==> config.mk <==
export PLATFORM = sky130hd
export DESIGN_NAME = hazard_ctrl_flat
export DESIGN_NICKNAME = d
export VERILOG_FILES = /design/src/rtl/hazard_ctrl_if.sv /design/src/rtl/hazard_ctrl.sv /design/src/flat_wrapper.sv
export SDC_FILE = /design/constraint.sdc
export NUM_CORES = 1
export LEC_CHECK = 0
export CAP_MARGIN = 20
export CORE_MARGIN = 2
export CORE_UTILIZATION = 49
export DETAILED_ROUTE_END_ITERATION = 8
export GPL_ROUTABILITY_DRIVEN = 1
export PLACE_DENSITY = 0.87
export SLEW_MARGIN = 40
export SYNTH_ARGS = -nofsm -noshare
export SYNTH_HDL_FRONTEND = slang
export SYNTH_SLANG_ARGS = --single-unit
==> constraint.sdc <==
create_clock -name clk -period 5.47 [get_ports clk]
set_clock_uncertainty 0.15 [all_clocks]
set_input_delay 1.094 -clock clk [delete_from_list [all_inputs] [get_ports clk]]
set_output_delay 1.094 -clock clk [all_outputs]
set_load 0.02 [all_outputs]
==> src/rtl/hazard_ctrl_if.sv <==
// Bundle of D/E/M/W hazard inputs and the stall/forward/MDU status outputs.
// The pipeline side drives through master; hazard_ctrl consumes through slave.
interface hazard_ctrl_if #(
  parameter int CNT_W = 16
);
  logic [4:0]       D_rs;
  logic [4:0]       D_rt;
  logic [1:0]       D_Tuse_rs;
  logic [1:0]       D_Tuse_rt;
  logic             D_md;
  logic [4:0]       E_RegWreg;
  logic             E_Regwrite;
  logic [1:0]       E_Tnew;
  logic [4:0]       M_RegWreg;
  logic             M_Regwrite;
  logic [1:0]       M_Tnew;
  logic [4:0]       W_RegWreg;
  logic             W_Regwrite;
  logic [1:0]       W_Tnew;
  logic             E_md_start;
  logic             E_md_div;
  logic             stall;
  logic [1:0]       fwd_rs_D;
  logic [1:0]       fwd_rt_D;
  logic             md_busy;
  logic             md_err;
  logic [CNT_W-1:0] stall_cnt;

  modport master (
    output D_rs, D_rt, D_Tuse_rs, D_Tuse_rt, D_md,
    output E_RegWreg, E_Regwrite, E_Tnew,
    output M_RegWreg, M_Regwrite, M_Tnew,
    output W_RegWreg, W_Regwrite, W_Tnew,
    output E_md_start, E_md_div,
    input  stall, fwd_rs_D, fwd_rt_D, md_busy, md_err, stall_cnt
  );

  modport slave (
    input  D_rs, D_rt, D_Tuse_rs, D_Tuse_rt, D_md,
    input  E_RegWreg, E_Regwrite, E_Tnew,
    input  M_RegWreg, M_Regwrite, M_Tnew,
    input  W_RegWreg, W_Regwrite, W_Tnew,
    input  E_md_start, E_md_div,
    output stall, fwd_rs_D, fwd_rt_D, md_busy, md_err, stall_cnt
  );
endinterface

==> src/rtl/hazard_ctrl.sv <==
// Central hazard controller for the 5-stage MIPS pipeline: Tuse/Tnew stall,
// D-stage forward selects, MDU busy countdown and a saturating stall counter.
module hazard_ctrl #(
  parameter int MULT_LAT = 5,
  parameter int DIV_LAT  = 10,
  parameter int CNT_W    = 16
) (
  input  logic          clk,
  input  logic          reset,
  hazard_ctrl_if.slave  hz
);
  localparam int MAX_LAT = (DIV_LAT > MULT_LAT) ? DIV_LAT : MULT_LAT;
  localparam int MD_W    = $clog2(MAX_LAT + 1);

  // Producer stages indexed youngest first: 0 = E, 1 = M, 2 = W.
  logic [4:0] st_reg  [0:2];
  logic       st_wr   [0:2];
  logic [1:0] st_tnew [0:2];

  assign st_reg[0]  = hz.E_RegWreg;
  assign st_reg[1]  = hz.M_RegWreg;
  assign st_reg[2]  = hz.W_RegWreg;
  assign st_wr[0]   = hz.E_Regwrite;
  assign st_wr[1]   = hz.M_Regwrite;
  assign st_wr[2]   = hz.W_Regwrite;
  assign st_tnew[0] = hz.E_Tnew;
  assign st_tnew[1] = hz.M_Tnew;
  assign st_tnew[2] = hz.W_Tnew;

  logic [2:0] hit_rs;
  logic [2:0] hit_rt;
  logic [2:0] late_rs;
  logic [2:0] late_rt;

  // Tuse=3 marks an unused source; a 2-bit Tnew can never exceed it, so no extra gate.
  generate
    for (genvar gi = 0; gi < 3; gi++) begin : g_stage
      assign hit_rs[gi]  = st_wr[gi] && (st_reg[gi] != 5'd0) && (st_reg[gi] == hz.D_rs);
      assign hit_rt[gi]  = st_wr[gi] && (st_reg[gi] != 5'd0) && (st_reg[gi] == hz.D_rt);
      assign late_rs[gi] = hit_rs[gi] && (st_tnew[gi] > hz.D_Tuse_rs);
      assign late_rt[gi] = hit_rt[gi] && (st_tnew[gi] > hz.D_Tuse_rt);
    end
  endgenerate

  logic [MD_W-1:0]  md_cnt_q,    md_cnt_d;
  logic             md_err_q,    md_err_d;
  logic [CNT_W-1:0] stall_cnt_q, stall_cnt_d;
  logic             md_busy;
  logic             stall;
  logic [1:0]       fwd_rs;
  logic [1:0]       fwd_rt;

  always_comb begin
    md_busy = (md_cnt_q != '0);
    stall   = (|late_rs) || (|late_rt) || (hz.D_md && (md_busy || hz.E_md_start));
  end

  // Only the youngest matching producer may forward, and only once its value exists.
  always_comb begin
    fwd_rs = 2'd0;
    if (hit_rs[0])      fwd_rs = (st_tnew[0] == 2'd0) ? 2'd3 : 2'd0;
    else if (hit_rs[1]) fwd_rs = (st_tnew[1] == 2'd0) ? 2'd2 : 2'd0;
    else if (hit_rs[2]) fwd_rs = (st_tnew[2] == 2'd0) ? 2'd1 : 2'd0;

    fwd_rt = 2'd0;
    if (hit_rt[0])      fwd_rt = (st_tnew[0] == 2'd0) ? 2'd3 : 2'd0;
    else if (hit_rt[1]) fwd_rt = (st_tnew[1] == 2'd0) ? 2'd2 : 2'd0;
    else if (hit_rt[2]) fwd_rt = (st_tnew[2] == 2'd0) ? 2'd1 : 2'd0;
  end

  always_comb begin
    md_cnt_d = md_cnt_q;
    if (hz.E_md_start && !md_busy)
      md_cnt_d = hz.E_md_div ? MD_W'(DIV_LAT) : MD_W'(MULT_LAT);
    else if (md_cnt_q != '0)
      md_cnt_d = md_cnt_q - 1'b1;

    // A start while busy is dropped and latched as a sticky error.
    md_err_d = md_err_q || (hz.E_md_start && md_busy);

    stall_cnt_d = stall_cnt_q;
    if (stall && (stall_cnt_q != '1))
      stall_cnt_d = stall_cnt_q + 1'b1;
  end

  always_ff @(posedge clk or negedge reset) begin
    if (!reset) begin
      md_cnt_q    <= '0;
      md_err_q    <= 1'b0;
      stall_cnt_q <= '0;
    end else begin
      md_cnt_q    <= md_cnt_d;
      md_err_q    <= md_err_d;
      stall_cnt_q <= stall_cnt_d;
    end
  end

  assign hz.stall     = stall;
  assign hz.fwd_rs_D  = fwd_rs;
  assign hz.fwd_rt_D  = fwd_rt;
  assign hz.md_busy   = md_busy;
  assign hz.md_err    = md_err_q;
  assign hz.stall_cnt = stall_cnt_q;
endmodule
==> src/flat_wrapper.sv <==
// flat-port wrapper written by rule: the top's interface ports become plain ports
module hazard_ctrl_flat 
#(
  parameter int MULT_LAT = 5,
  parameter int DIV_LAT  = 10,
  parameter int CNT_W    = 16
)
  (clk, reset, hz_D_rs, hz_D_rt, hz_D_Tuse_rs, hz_D_Tuse_rt, hz_D_md, hz_E_RegWreg, hz_E_Regwrite, hz_E_Tnew, hz_M_RegWreg, hz_M_Regwrite, hz_M_Tnew, hz_W_RegWreg, hz_W_Regwrite, hz_W_Tnew, hz_E_md_start, hz_E_md_div, hz_stall, hz_fwd_rs_D, hz_fwd_rt_D, hz_md_busy, hz_md_err, hz_stall_cnt);
  hazard_ctrl_if #(.CNT_W(CNT_W)) hz_i ();
  input  logic clk;
  input  logic reset;
  input wire logic [$bits(hz_i.D_rs)-1:0] hz_D_rs;
  input wire logic [$bits(hz_i.D_rt)-1:0] hz_D_rt;
  input wire logic [$bits(hz_i.D_Tuse_rs)-1:0] hz_D_Tuse_rs;
  input wire logic [$bits(hz_i.D_Tuse_rt)-1:0] hz_D_Tuse_rt;
  input wire logic [$bits(hz_i.D_md)-1:0] hz_D_md;
  input wire logic [$bits(hz_i.E_RegWreg)-1:0] hz_E_RegWreg;
  input wire logic [$bits(hz_i.E_Regwrite)-1:0] hz_E_Regwrite;
  input wire logic [$bits(hz_i.E_Tnew)-1:0] hz_E_Tnew;
  input wire logic [$bits(hz_i.M_RegWreg)-1:0] hz_M_RegWreg;
  input wire logic [$bits(hz_i.M_Regwrite)-1:0] hz_M_Regwrite;
  input wire logic [$bits(hz_i.M_Tnew)-1:0] hz_M_Tnew;
  input wire logic [$bits(hz_i.W_RegWreg)-1:0] hz_W_RegWreg;
  input wire logic [$bits(hz_i.W_Regwrite)-1:0] hz_W_Regwrite;
  input wire logic [$bits(hz_i.W_Tnew)-1:0] hz_W_Tnew;
  input wire logic [$bits(hz_i.E_md_start)-1:0] hz_E_md_start;
  input wire logic [$bits(hz_i.E_md_div)-1:0] hz_E_md_div;
  output wire logic [$bits(hz_i.stall)-1:0] hz_stall;
  output wire logic [$bits(hz_i.fwd_rs_D)-1:0] hz_fwd_rs_D;
  output wire logic [$bits(hz_i.fwd_rt_D)-1:0] hz_fwd_rt_D;
  output wire logic [$bits(hz_i.md_busy)-1:0] hz_md_busy;
  output wire logic [$bits(hz_i.md_err)-1:0] hz_md_err;
  output wire logic [$bits(hz_i.stall_cnt)-1:0] hz_stall_cnt;
  assign hz_i.D_rs = hz_D_rs;
  assign hz_i.D_rt = hz_D_rt;
  assign hz_i.D_Tuse_rs = hz_D_Tuse_rs;
  assign hz_i.D_Tuse_rt = hz_D_Tuse_rt;
  assign hz_i.D_md = hz_D_md;
  assign hz_i.E_RegWreg = hz_E_RegWreg;
  assign hz_i.E_Regwrite = hz_E_Regwrite;
  assign hz_i.E_Tnew = hz_E_Tnew;
  assign hz_i.M_RegWreg = hz_M_RegWreg;
  assign hz_i.M_Regwrite = hz_M_Regwrite;
  assign hz_i.M_Tnew = hz_M_Tnew;
  assign hz_i.W_RegWreg = hz_W_RegWreg;
  assign hz_i.W_Regwrite = hz_W_Regwrite;
  assign hz_i.W_Tnew = hz_W_Tnew;
  assign hz_i.E_md_start = hz_E_md_start;
  assign hz_i.E_md_div = hz_E_md_div;
  assign hz_stall = hz_i.stall;
  assign hz_fwd_rs_D = hz_i.fwd_rs_D;
  assign hz_fwd_rt_D = hz_i.fwd_rt_D;
  assign hz_md_busy = hz_i.md_busy;
  assign hz_md_err = hz_i.md_err;
  assign hz_stall_cnt = hz_i.stall_cnt;
  hazard_ctrl #(.MULT_LAT(MULT_LAT), .DIV_LAT(DIV_LAT), .CNT_W(CNT_W)) u_core (.clk(clk), .reset(reset), .hz(hz_i));
endmodule
# ---- Word level (Yosys, flattened, before mapping)
# Cells that the tools add are included.
dict set report op_classes {
  n_addsub 2
  order_cmp 6
  mux 12
  reduce_logical 34
  n_eq_ne 7
}
# op n
set ops {}
lappend ops {{$eq 5x5->1} 6}
lappend ops {{$logic_and 1x1->1} 19}
lappend ops {{$add 16x1->16 const B} 1}
lappend ops {{$mux 2} 8}
lappend ops {{$ne 16x16->1 const B} 1}
lappend ops {{$reduce_bool 5->1} 3}
lappend ops {{$gt 2x2->1} 6}
lappend ops {{$mux 4} 3}
lappend ops {{$logic_not 2->1} 3}
lappend ops {{$reduce_or 3->1} 2}
lappend ops {{$logic_or 1x1->1} 4}
lappend ops {{$reduce_bool 4->1} 1}
lappend ops {{$sub 4x1->4 const B} 1}
lappend ops {{$reduce_bool 2->1} 1}
lappend ops {{$logic_not 1->1} 1}
lappend ops {{$mux 1} 1}
dict set report word_totals {
  wordCells 64
  regBits 21
}

# ---- Depth between registers and ports, before layout
dict set report logic_depth {
  ltp_word 8
  depth_mapped 11
  depth_no_buf 9
}

# ---- Least setup slack after synthesis
# No wires, ideal clock.
dict set report synth_timing {
  path_kind {input port to output port}
  start {input hz_W_RegWreg[0]}
  end {output hz_stall}
  t_arrival_ps 2480
  stages 6
  path_slack_ps 1746
  n_path_buf 1
  t_required_ps 4226
  cell_sequence {or4_1 > o21ai_2 > a211oi_1 > a211oi_2 > o2111ai_4 > buf_6}
}
dict set report synth_between {
  elab_chain_cells 7
  elab_cells_between_ends 12
  cone_classes {eq/ne: 2; reduce/logical: 10}
}
# element line_no
set synth_rtl {}
lappend synth_rtl {{from (decl)} flat_wrapper.sv:23} ;# input wire logic [$bits(hz_i.W_RegWreg)-1:0] hz_W_RegWreg;
lappend synth_rtl {{$reduce_bool 5->1} {hazard_ctrl.sv:38, hazard_ctrl.sv:39}}
lappend synth_rtl {{$logic_and 1x1->1} {hazard_ctrl.sv:38, hazard_ctrl.sv:39}}
lappend synth_rtl {{$logic_and 1x1->1, on equally long branches} {hazard_ctrl.sv:38, hazard_ctrl.sv:39}}
lappend synth_rtl {{$logic_and 1x1->1, on equally long branches} {hazard_ctrl.sv:40, hazard_ctrl.sv:41}}
lappend synth_rtl {{$reduce_or 3->1} hazard_ctrl.sv:55} ;# stall = (|late_rs) || (|late_rt) || (hz.D_md && (md_busy || hz.E_md_start));
lappend synth_rtl {{$logic_or 1x1->1 (*) (2 in a row)} hazard_ctrl.sv:55}
lappend synth_rtl {{to (decl)} flat_wrapper.sv:28} ;# output wire logic [$bits(hz_i.stall)-1:0] hz_stall;
# Every way passes the cells marked *; elsewhere a longest branch is shown, timed or not.

# ---- Worst setup path after layout
dict set report layout_timing {
  start {input hz_D_rt[2]}
  end {output hz_stall}
}
dict set report layout_between {
  elab_chain_cells 6
  elab_cells_between_ends 12
  cone_classes {eq/ne: 3; reduce/logical: 9}
}
# element line_no
set layout_rtl {}
lappend layout_rtl {{from (decl)} flat_wrapper.sv:13} ;# input wire logic [$bits(hz_i.D_rt)-1:0] hz_D_rt;
lappend layout_rtl {{$eq 5x5->1} hazard_ctrl.sv:39} ;# assign hit_rt[gi] = st_wr[gi] && (st_reg[gi] != 5'd0) && (st_reg[gi] == hz.D_rt);
lappend layout_rtl {{$logic_and 1x1->1} hazard_ctrl.sv:39}
lappend layout_rtl {{$logic_and 1x1->1} hazard_ctrl.sv:41} ;# assign late_rt[gi] = hit_rt[gi] && (st_tnew[gi] > hz.D_Tuse_rt);
lappend layout_rtl {{$reduce_or 3->1 (*)} hazard_ctrl.sv:55}
lappend layout_rtl {{$logic_or 1x1->1 (*) (2 in a row)} hazard_ctrl.sv:55}
# Marked as above.

==> qor.csv <==
stage,metric,value,unit
setup_path,CP Depth,7,
setup_path,worst path buffer plus inverter count,2,
sta,Setup WS post-layout,0.629,ns
floorplan,starting density of the core,50.3,%
route,Starting DRT DRC Count,65,
cells_and_area,n_diodes,0,
floorplan,Cell Rows,22,
grt,largest net degree at the start of global routing,22,
synth,post-synthesis cell type count,41,
synth,"Cell Area, Synth",1820,sq um
clocking,Skew-Pair Late Insertion Delay,0.26,ns
pwr,Leakage,1.04,nW
setup_path,reg2reg setup slack,2.91,ns
setup_path,worst-path maximum fanout,16,
grt,vias in the first global route,1590,
sta,setup TNS,0,ns
setup_path,Setup crit end kind,output pin,
cells_and_area,Total Nets Final,323,
setup_path,Worst Path Required,4.23,ns
min_path,Hold Crit Depth,1,
sta,Slew Limit Headroom,59.1,%
sta,RSZ-0062 raised after global routing,no,
sta,Fin Hold WS,0.309,ns
setup_path,r2r endpoint,u_core.hz.stall_cnt[1]$_DFFE_PN0P_,
synth,main area contributors after synthesis,"dfrtp_1 (29%), xnor2_1 (15%), ha_1 (10%)",
setup_path,launching point of the worst reg2reg path,u_core.md_cnt_q[1]$_DFFE_PN0P_,
floorplan,Die ar.,4210,sq um
floorplan,Horiz. Die Dim,64.9,um
route,DRT Pass-1 Iters,4,
clocking,root buffer cell,clkbuf_8,
sta,fin crit period,4.84,ns
sta,# setup viols final,0,
synth,post-synth top area cell,dfrtp_1,
synth,Post-Syn Area per Cell,9.22,sq um
cells_and_area,filler instances,284,
synth,synthesis-stage register bit count,21,
setup_path,r2r worst-path depth,9,
synth,Synth Instances,197,
pwr,Logic pwr share,46.9,%
place,post-detail-place hpwl,3.57,mm
route,Detailed Route WL,4.35,mm
route,wire per inst,13.9,um
pwr,PD cells,251,nW/um^2
synth,Yosys warning count,0,
cells_and_area,proportion of layout cells with a drive suffix above 1,6.82,%
sta,Slew Limit Fails,0,
floorplan,Core Footprint,3610,sq um
route,DR DRC count,0,
clocking,CTS sink cnt,21,
status,status,"complete, no violations",
pwr,Clock Power Share,15.6,%
sta,final period utilization,88.5,%
clocking,CTS Buffer Depth,2,
setup_path,CP Launch Type,input port,
setup_path,Worst Setup SP,hz_D_rt[2],
cells_and_area,Area Growth Syn to Fin,40.7,%
floorplan,Die Height,64.9,um
synth,top cell type's share of synthesized area,28.9,%
setup_path,"Cell Chain, Critical Path",clkdlybuf4s50_1 > xnor2_1 > nand3_1 > or4_4 > o2bb2a_4 > o2111ai_4 > clkdlybuf4s50_1,
grt,all-layer global routing usage,21.7,%
pwr,P_int,0.000404,W
clocking,CTS-repair resized insts,0,
place,pre-CTS setup slack,0.638,ns
grt,initial antenna violation count,0,
setup_path,most frequent CP cell,clkdlybuf4s50_1,
min_path,hold_sp,u_core.hz.md_err$_DFF_PN0_,
pwr,Max IR drop VDD,0.000286,V
setup_path,Slowest cell on crit path,clkdlybuf4s50_1,
place,# port buffers,65,
clocking,TritonCTS clock tree,done,
min_path,Hold Path Class,register to register,
setup_path,cell family with the largest share of critical-path delay,buffers and inverters,
sta,Final Hold Vio Count,0,
grt,first-pass GRT wire length,7.21,mm
clocking,post-CTS setup-driven buffer insertion count,0,
clocking,CTS hold repair buffers,0,
setup_path,worst path arrival time,3.60,ns
pwr,Switch Pwr,0.000236,W
grt,grt ovf,0,
setup_path,Critical Path End,hz_stall,
synth,syn_nets,255,
sta,Worst-Margin Slew,0.609,ns
synth,register area share after synthesis,28.9,%
clocking,CTS buffer count,3,
clocking,htree depth,1,
clocking,"Reg clk slew, reported paths",0.07,ns
setup_path,Worst path max stage delay,0.70,ns
flow_run,max-cap check violation count,0,
pwr,Sequential Power Share,37.5,%
floorplan,boundary pin count,66,
setup_path,kind of critical path,input port to output pin,
pwr,Pwr Total,0.000641,W
route,via count,1672,
pwr,Sw Ratio,36.9,%
route,via/cell ratio,5.36,
route,"antenna viol nets, final",0,
sta,fmax,207,MHz
place,routability cong.,0.892,
[power by group through the flow]
| stage | combinational, W | clock, W | sequential (W) |
|---|---|---|---|
| floorplan | 0.000147 | 0 | 0.000264 |
| global placement | 0.000292 | 0 | 0.000241 |
| detailed placement | 0.000300 | 0 | 0.000241 |
| CTS | 0.000303 | 0.000101 | 0.000240 |
| global route | 0.000327 | 0.000110 | 0.000247 |
| finish | 0.000301 | 0.0000998 | 0.000240 |
[routing by layer]
metal / routed length (um) / vias to the layer above / global-route usage, %
li1: - / 844 / -
met5: 0 / - / 0
met1: 2090 / 784 / 30.1
met2: 2030 / 38 / 35.1
met4: 74 / 0 / 7.98
met3: 154 / 6 / 1.91
[cells in the mapped netlist]
cell type and instances:
a211oi_1 1, a211oi_2 1, a21o_1 1, a21oi_1 5, a221oi_1 1, a31oi_1 1, and2_1 4, and3_1 10
buf_2 1, buf_6 1, clkbuf_1 1, dfrtp_1 21, ha_1 15, inv_1 13, mux2_2 4, mux2i_1 1
nand2_1 9, nand2b_1 2, nand3_1 15, nand3_2 1, nand3b_1 1, nand4_1 7, nor2_1 4, nor2b_1 3
nor3_1 3, nor3b_1 1, nor4_1 4, o2111ai_4 1, o211ai_1 1, o21a_1 2, o21ai_0 9, o21ai_2 1
o22ai_1 1, o2bb2a_4 1, o31ai_1 2, or2_2 1, or3_2 1, or4_1 3, or4_4 1, xnor2_1 32
xor2_1 10
[state kept, by name, indices dropped and copies added (netlist names)]
signal and cells:
u_core.hz.stall_cnt 16, u_core.md_cnt_q 4, u_core.hz.md_err 1
[through the flow]
step,util [%],area [sq um],std cells
CTS,70.9,2550,312
global route,70.9,2550,312
global placement,69.7,2510,308
detailed placement,69.6,2510,308
floorplan,-,1820,197
finish,70.9,2550,312
[logic make-up after synthesis]
logic type | Yosys count | synth area share [%]
buf+inv | 16 | 3.79
simple gates | 70 | 22.0
fa+ha+maj | 15 | 10.3
flops | 21 | 28.9
xor+xnor | 42 | 20.3
mux | 5 | 3.03
compound gates | 28 | 11.6
[area by class of cell]
cell class	count	area (sq um)	area share [%]
well taps	48	60.1	2.35
clock inverters	1	5.00	0.196
repair buffers	66	653	25.6
clock buffers	3	41.3	1.62
flip-flops and latches	21	526	20.6
inverters	13	48.8	1.91
multi-input cells	160	1220	47.8
[cell usage in the layout (no fill, tap or decap), types with 2 or more instances in the layout]
master	netlist	final
xnor2_1	32	32
nand4_1	7	7
and3_1	10	10
xor2_1	10	10
nor2_1	4	4
clkdlybuf4s50_1	0	64
and2_1	4	4
nand2_1	9	9
nand2b_1	2	2
nor2b_1	3	3
a21oi_1	5	5
nand3_1	15	15
clkbuf_8	0	3
nor4_1	4	4
or4_1	3	3
dfrtp_1	21	21
o21ai_0	9	9
ha_1	15	15
inv_1	13	13
o31ai_1	2	2
nor3_1	3	3
o21a_1	2	2
mux2_2	4	4
[worst min-delay path by stage]
stage	endpoint
CTS	u_core.hz.md_err$_DFF_PN0_
global placement	u_core.hz.md_err$_DFF_PN0_
finish	u_core.hz.md_err$_DFF_PN0_
floorplan	u_core.md_cnt_q[3]$_DFFE_PN0P_
detailed placement	u_core.hz.md_err$_DFF_PN0_
global route	u_core.hz.md_err$_DFF_PN0_
Power figures use the tool's default switching activity.
